===== src/rtl/truth_table_scanner.sv =====
// truth_table_scanner: steps a combinational function through every input
// combination, captures its output per row, and compares the captured truth
// table against an expected minterm mask.
// Optional build macro: STOP_ON_FAIL_EN (end the scan at the first mismatch).
module truth_table_scanner #(
    parameter int N_VARS = 3,
    parameter int SETTLE = 1
) (
    input  logic                    clk,
    input  logic                    reset,
    input  logic                    start,
    input  logic [(1<<N_VARS)-1:0]  expected,
    output logic [N_VARS-1:0]       vars_out,
    input  logic                    f_in,
    output logic                    busy,
    output logic                    done,
    output logic [(1<<N_VARS)-1:0]  table_out,
    output logic [N_VARS:0]         mismatch_count,
    output logic [N_VARS-1:0]       first_bad,
    output logic                    match
);
    localparam int W  = 1 << N_VARS;
    localparam int MW = N_VARS + 1;
    localparam int CW = (SETTLE > 1) ? $clog2(SETTLE) : 1;

    typedef enum logic [1:0] {IDLE, DRIVE, DONE} state_t;

    state_t              state_reg;
    logic [N_VARS-1:0]   row_reg;
    logic [CW-1:0]       cnt_reg;
    logic [W-1:0]        exp_reg;
    logic [N_VARS-1:0]   vars_reg;
    logic                busy_reg;
    logic                done_reg;
    logic [W-1:0]        table_reg;
    logic [MW-1:0]       mis_reg;
    logic [N_VARS-1:0]   first_bad_reg;
    logic                match_reg;

    logic [W-1:0]        row_hit;
    logic                exp_bit;
    logic                sample_now;
    logic                row_bad;
    logic                last_row;
    logic                stop_now;

    // One-hot decode of the current row, used to pick the expected bit.
    genvar gi;
    generate
        for (gi = 0; gi < W; gi++) begin : g_row_hit
            assign row_hit[gi] = (row_reg == N_VARS'(gi));
        end
    endgenerate

    assign exp_bit    = |(row_hit & exp_reg);
    assign sample_now = (cnt_reg == CW'(SETTLE - 1));
    // Case inequality so an X/Z on the function output counts as a mismatch.
    assign row_bad    = (f_in !== exp_bit);
    assign last_row   = (row_reg == N_VARS'(W - 1));

`ifdef STOP_ON_FAIL_EN
    assign stop_now = row_bad;
`else
    assign stop_now = 1'b0;
`endif

    // Scan FSM: walks rows, holds each for SETTLE cycles, samples on the last.
    always_ff @(posedge clk) begin
        if (reset) begin
            state_reg     <= IDLE;
            row_reg       <= '0;
            cnt_reg       <= '0;
            exp_reg       <= '0;
            vars_reg      <= '0;
            busy_reg      <= 1'b0;
            done_reg      <= 1'b0;
            table_reg     <= '0;
            mis_reg       <= '0;
            first_bad_reg <= '0;
            match_reg     <= 1'b1;
        end else begin
            case (state_reg)
                IDLE: begin
                    done_reg <= 1'b0;
                    busy_reg <= 1'b0;
                    vars_reg <= '0;
                    if (start) begin
                        exp_reg       <= expected;
                        table_reg     <= '0;
                        mis_reg       <= '0;
                        first_bad_reg <= '0;
                        match_reg     <= 1'b1;
                        row_reg       <= '0;
                        cnt_reg       <= '0;
                        busy_reg      <= 1'b1;
                        state_reg     <= DRIVE;
                    end
                end
                DRIVE: begin
                    if (sample_now) begin
                        table_reg[row_reg] <= f_in;
                        cnt_reg            <= '0;
                        if (row_bad) begin
                            mis_reg   <= mis_reg + MW'(1);
                            match_reg <= 1'b0;
                            if (mis_reg == '0)
                                first_bad_reg <= row_reg;
                        end
                        if (last_row || stop_now) begin
                            state_reg <= DONE;
                            busy_reg  <= 1'b0;
                            done_reg  <= 1'b1;
                            vars_reg  <= '0;
                        end else begin
                            row_reg  <= row_reg + N_VARS'(1);
                            vars_reg <= row_reg + N_VARS'(1);
                        end
                    end else begin
                        cnt_reg <= cnt_reg + CW'(1);
                    end
                end
                DONE: begin
                    done_reg  <= 1'b0;
                    state_reg <= IDLE;
                end
                default: state_reg <= IDLE;
            endcase
        end
    end

    assign vars_out       = vars_reg;
    assign busy           = busy_reg;
    assign done           = done_reg;
    assign table_out      = table_reg;
    assign mismatch_count = mis_reg;
    assign first_bad      = first_bad_reg;
    assign match          = match_reg;

endmodule

===== config.mk =====
export PLATFORM = sky130hd
export DESIGN_NAME = truth_table_scanner
export DESIGN_NICKNAME = d
export VERILOG_FILES = /design/src/rtl/truth_table_scanner.sv
export SDC_FILE = /design/constraint.sdc
export NUM_CORES = 1
export LEC_CHECK = 0
export BUFFER_PORTS_ARGS = -buffer_cell sky130_fd_sc_hd__buf_2
export CAP_MARGIN = 10
export CELL_PAD_IN_SITES_DETAIL_PLACEMENT = 2
export CELL_PAD_IN_SITES_GLOBAL_PLACEMENT = 2
export CORE_MARGIN = 3
export CORE_UTILIZATION = 34
export DETAILED_ROUTE_END_ITERATION = 7
export GPL_ROUTABILITY_DRIVEN = 0
export PLACE_DENSITY_LB_ADDON = 0.15
export SLEW_MARGIN = 0
export SYNTH_ARGS = -nofsm -noshare
export SYNTH_HDL_FRONTEND = slang
export SYNTH_SLANG_ARGS = --single-unit

===== constraint.sdc =====
create_clock -name clk -period 7 [get_ports clk]
set_clock_uncertainty 0.1 [all_clocks]
set_input_delay 1.4 -clock clk [delete_from_list [all_inputs] [get_ports clk]]
set_output_delay 1.4 -clock clk [all_outputs]
set_load 0.1 [all_outputs]

* Word level (Yosys, flattened, before mapping)
Index checks and enable logic that the tools add are counted.
** Word-level totals
- Register bits after elaboration :: 35
- Logic and storage cells :: 90
- Output and inout bits :: 21
** Operators by class
- Multiplexer cells :: 39
- Equal/unequal tests :: 16
- Bitwise gates (word level) :: 1
- $add $sub $neg :: 3
- $lt $le $gt $ge :: 2
- Reduce and logical (&&, ||, !) cells :: 18
** Operators with widths (number)
- 3-bit two-way mux :: 8
- 3-bit one-hot mux with 2 select lines :: 3
- 8-bit two-way mux :: 2
- 8-bit one-hot mux with 2 select lines :: 1
- 3-bit == test (second input constant) :: 4
- 4-bit two-way mux :: 3
- 2-bit inequality test (second input constant) :: 6
- 3-bit AND reduction :: 4
- 1-bit two-way mux :: 11
- 8-bit bitwise AND :: 1
- 8-bit bitwise mux :: 1
- 1-bit one-hot mux with 2 select lines :: 4
- 4-bit one-hot mux with 2 select lines :: 1
- 4-bit AND reduction :: 2
- 8-bit OR reduction :: 1
- 3-bit by 2-bit == test with 1-bit output (second input constant) :: 2
- 2-bit two-way mux :: 3
- 2-bit AND reduction :: 3
- 5-bit AND reduction :: 1
- 4-bit by 1-bit adder with 4-bit output (second input constant) :: 1
- 4-bit zero test :: 1
- 3-bit by 4-bit < comparator with 1-bit output (second input constant) :: 1
- 2-bit one-hot mux with 2 select lines :: 1
- 2-bit nonzero test :: 2
- other kinds (12) :: 12

* Depth between registers and ports, before layout
- Depth in word-level cells :: 7
- Mapped depth :: 8
- Gate-level depth less buffers :: 7

* Worst setup path after synthesis
Ideal clock, no wire load.
- Path type :: input port to flip-flop
- From :: input f_in
- To :: register first_bad_reg[0], in the netlist first_bad[0]
- Buffers on the path :: 1
- Stages :: 4
- Setup slack :: 4.497 ns
- Required time :: 6.783 ns
- Arrival time :: 2.285 ns
- Cells stage by stage :: clkbuf_1 -> o21ai_1 -> or3b_4 -> a32o_1
** Between the ends
- Cells in the longest elaborated chain, start to end :: 3
** Ends and longest elaborated chain
- from (decl) :: line 14 : input logic f_in,
- 1-bit case inequality test :: line 58 : assign row_bad = (f_in !== exp_bit);
- 2-bit inequality test (no source line)
- 5-bit AND reduction (no source line)
- to (signal assigned) :: line 107 : first_bad_reg <= row_reg;
- to (decl) :: line 37 : logic [N_VARS-1:0] first_bad_reg;
Every way passes these cells.
A chain may end at the register's enable or synchronous reset.

* Worst setup path after layout
- From :: register row_reg[0]
- To :: register mis_reg[0], in the netlist mismatch_count[0]
** Between the ends
- Cells in the longest elaborated chain, start to end :: 6
- Elaborated cells between the ends (all ways) :: 13
** Ends and longest elaborated chain
- from (decl) :: line 29 : logic [N_VARS-1:0] row_reg;
- from (signal assigned) :: line 115 : row_reg <= row_reg + N_VARS'(1);
- 3-bit by 1-bit == test with 1-bit output, or another cell as far along :: line 51 : assign row_hit[gi] = (row_reg == N_VARS'(gi));
- 8-bit bitwise AND (*) :: line 55 : assign exp_bit = |(row_hit & exp_reg);
- 8-bit OR reduction (*) :: line 55
- 1-bit case inequality test (*) :: line 58
- 2-bit inequality test (no source line) (*)
- 4-bit AND reduction (no source line) (*)
- to (signal assigned) :: line 104 : mis_reg <= mis_reg + MW'(1);
- to (decl) :: line 36 : logic [MW-1:0] mis_reg;
Every way passes the cells marked *; elsewhere a longest branch is shown, timed or not.

==> flow_metrics.py <==
metrics = {
    "clocking": {
        "cts_setup_buffers": 0,
        "htree_levels": 2,
        "cts_root_buf": "clkbuf_8",
        "cts_tree": "done",
        "cts_resized": 0,
        "clk_pin_slew_ns": 0.07,
        "cts_sinks": 34,
        "clock_latency_ns": 0.29,
        "holdBufCountCts": 0,
        "cts_made_buffers": 5,
        "cts_max_path_buffers": 2,
    },
    "synthesis": {
        "netlist_instances": 199,
        "ys_types": 37,
        "synth_edf_count": 0,
        "async_reset_ff_share_pct": 0,
        "ys.flop_type": "dfxtp_1",
        "syn_nets": 219,
        "syn_area_sq_mm": 0.00164,
        "yosys_warnings": 0,
        "syn_area_per_cell_sq_um": 8.22,
        "seq_area_frac_synth_pct": 41.6,
        "ys_seq_elements": 34,
    },
    "sta": {
        "fmax_mhz": 372,
        "hold_ws_ns": 0.364,
        "slew-limit-headroom_pct": 56.6,
        "rsz0062_at_grt": "false",
        "min_period_ns": 2.69,
        "finalHoldViolations": 0,
        "final.setup.tns_ns": 0,
        "setup_viol": 0,
        "slew_violations": 0,
        "worst_pin_slew_ns": 0.650,
        "fin_crit_sh_pct": 38.4,
    },
    "worst_setup_path": {
        "r2r-end": "mismatch_count[0]",
        "r2r_setup_slack_ns": 4.31,
        "r2r-start": "row_reg[0]",
        "crit_path_end_kind": "flop",
        "worstPathRequired_ns": 7.08,
        "reg2reg_depth": 7,
        "setup.worst_path.end": "mismatch_count[0]",
        "critPathKind": "flop to flop",
        "startpoint": "row_reg[0]",
        "arrival_ns": 2.77,
        "critPathLaunchType": "flop",
        "path_max_fanout": 12,
    },
    "global_route": {
        "grt_pass1_wl_mm": 7.87,
        "antenna_found_initial": 0,
        "track_usage_pct": 18.6,
        "gr-total-overflow": 0,
        "grt_pass1_vias": 1559,
        "grt_max_degree": 36,
    },
    "power_and_ir_drop": {
        "total_power_w": 0.000451,
        "ir_drop_v": 0.000101,
        "leakagePower_nw": 0.798,
        "powerDensity_mw_per_mm2": 235,
    },
    "die": {
        "dieArea_sq_mm": 0.00568,
        "core_sq_mm": 0.00450,
        "fp-row-count": 24,
        "die_w_microns": 75.4,
        "ios": 33,
        "start_util_pct": 36.3,
        "die_h_microns": 75.4,
    },
    "outcome": {
        "status": "finished clean",
    },
    "placed_design": {
        "hpwl_mm": 3.45,
        "place_inst": 270,
        "postPlaceCellArea_sq_mm": 0.00180,
        "io_buffers": 32,
    },
    "final_layout": {
        "syn_to_final_growth_pct": 17.0,
        "layoutNonFillerInstCount": 277,
        "num-fill-cells": 535,
        "drive_above_1_share_pct": 20.4,
        "nets": 245,
        "layout_commonest_cell": "dfxtp_1",
        "antenna_cells": 0,
        "final_cell_mix": "34 x dfxtp_1, 32 x buf_2, 25 x nand2_1",
        "fin_area_sq_mm": 0.00191,
    },
    "run": {
        "cap_violations": 0,
    },
    "drt": {
        "viasPerCell": 5.38,
        "drt_iter0_drc": 68,
        "routedWlPerCell_microns": 17.2,
        "drt-total-wl_mm": 4.78,
        "dr.pass1.iters": 3,
        "vias": 1491,
        "drc": 0,
        "ant_nets": 0,
    },
    "hold_path": {
        "min_path_type": "flop to flop",
    },
}
Yosys cell counts (all sizes together) (2+ instances only):
| library cell | n | area share, % |
|---|---|---|
| and2 | 4 | 1.5 |
| or3 | 2 | 0.76 |
| o311ai | 3 | 1.6 |
| nand2b | 2 | 0.76 |
| mux2i | 4 | 2.4 |
| buf | 4 | 1.6 |
| nand4 | 5 | 1.9 |
| dfxtp | 34 | 42 |
| nand2 | 25 | 5.7 |
| a32o | 2 | 1.2 |
| a22oi | 5 | 2.6 |
| mux2 | 2 | 1.6 |
| nor3 | 4 | 1.2 |
| nor3b | 2 | 0.92 |
| ha | 8 | 6.1 |
| clkbuf | 9 | 2.1 |
| o21ai | 7 | 2.4 |
| nand3 | 11 | 3.4 |
| a21oi | 20 | 6.1 |
| inv | 9 | 2.1 |
| nor2 | 24 | 5.5 |
| nor2b | 2 | 0.76 |
| o21a | 2 | 0.92 |
routing by layer:
metal	part of all wire [%]	track usage, %	up-vias
li1	-	-	734
met1	48	24.1	727
met4	1.2	5.24	0
met5	0	0	-
met2	47	30.4	24
met3	3.3	5.28	6
power by group:
part	internal, W	switching (W)
clock network	0.000114	0.0000702
registers	0.000199	0.00000633
logic	0.0000164	0.0000445
total	0.000330	0.000121
critical path, cell delays in order, from the launching register on:
cell and delay, ns:
dfxtp_1 0.64, inv_1 0.19, ha_1 0.28, a221oi_1 0.31
a21oi_1 0.16, nor3_1 0.38, or2_4 0.22, mux2_4 0.30
cell families after synthesis:
| family | share of synthesized area [%] |
|---|---|
| adder cells (fa/ha/maj) | 6.12 |
| flip-flops | 41.6 |
| buffers and inverters | 5.73 |
| AO/OA/AOI/OAI | 17.3 |
| XOR/XNOR | 0.535 |
| multiplexers | 4.05 |
| AND/OR/NAND/NOR | 24.7 |
metrics by stage:
step / utilization [%] / setup slack (ns)
global placement: 40.0 / 4.24
finish: 42.5 / 4.31
global route: 42.5 / 4.07
detailed placement: 40.0 / 4.18
floorplan: - / 4.50
CTS: 42.5 / 4.32
layout make-up:
| type | count | area, sq um | share of cell area [%] |
|---|---|---|---|
| Sequential cell | 34 | 681 | 35.6 |
| Tap cell | 52 | 65.1 | 3.40 |
| Inverter | 9 | 33.8 | 1.76 |
| Clock buffer | 6 | 82.6 | 4.31 |
| Clock inverter | 1 | 30.0 | 1.57 |
| Timing Repair Buffer | 32 | 160 | 8.37 |
| Multi-Input combinational cell | 143 | 862 | 45.0 |
how the worst min path moves through the flow:
stage,endpoint,startpoint,cells after the start
floorplan,exp_reg[2],exp_reg[2],2
CTS,exp_reg[4],exp_reg[4],2
global placement,exp_reg[5],exp_reg[5],2
detailed placement,exp_reg[4],exp_reg[4],2
finish,exp_reg[4],exp_reg[4],2
global route,exp_reg[6],exp_reg[6],2
(Power assumes the default switching activity.)
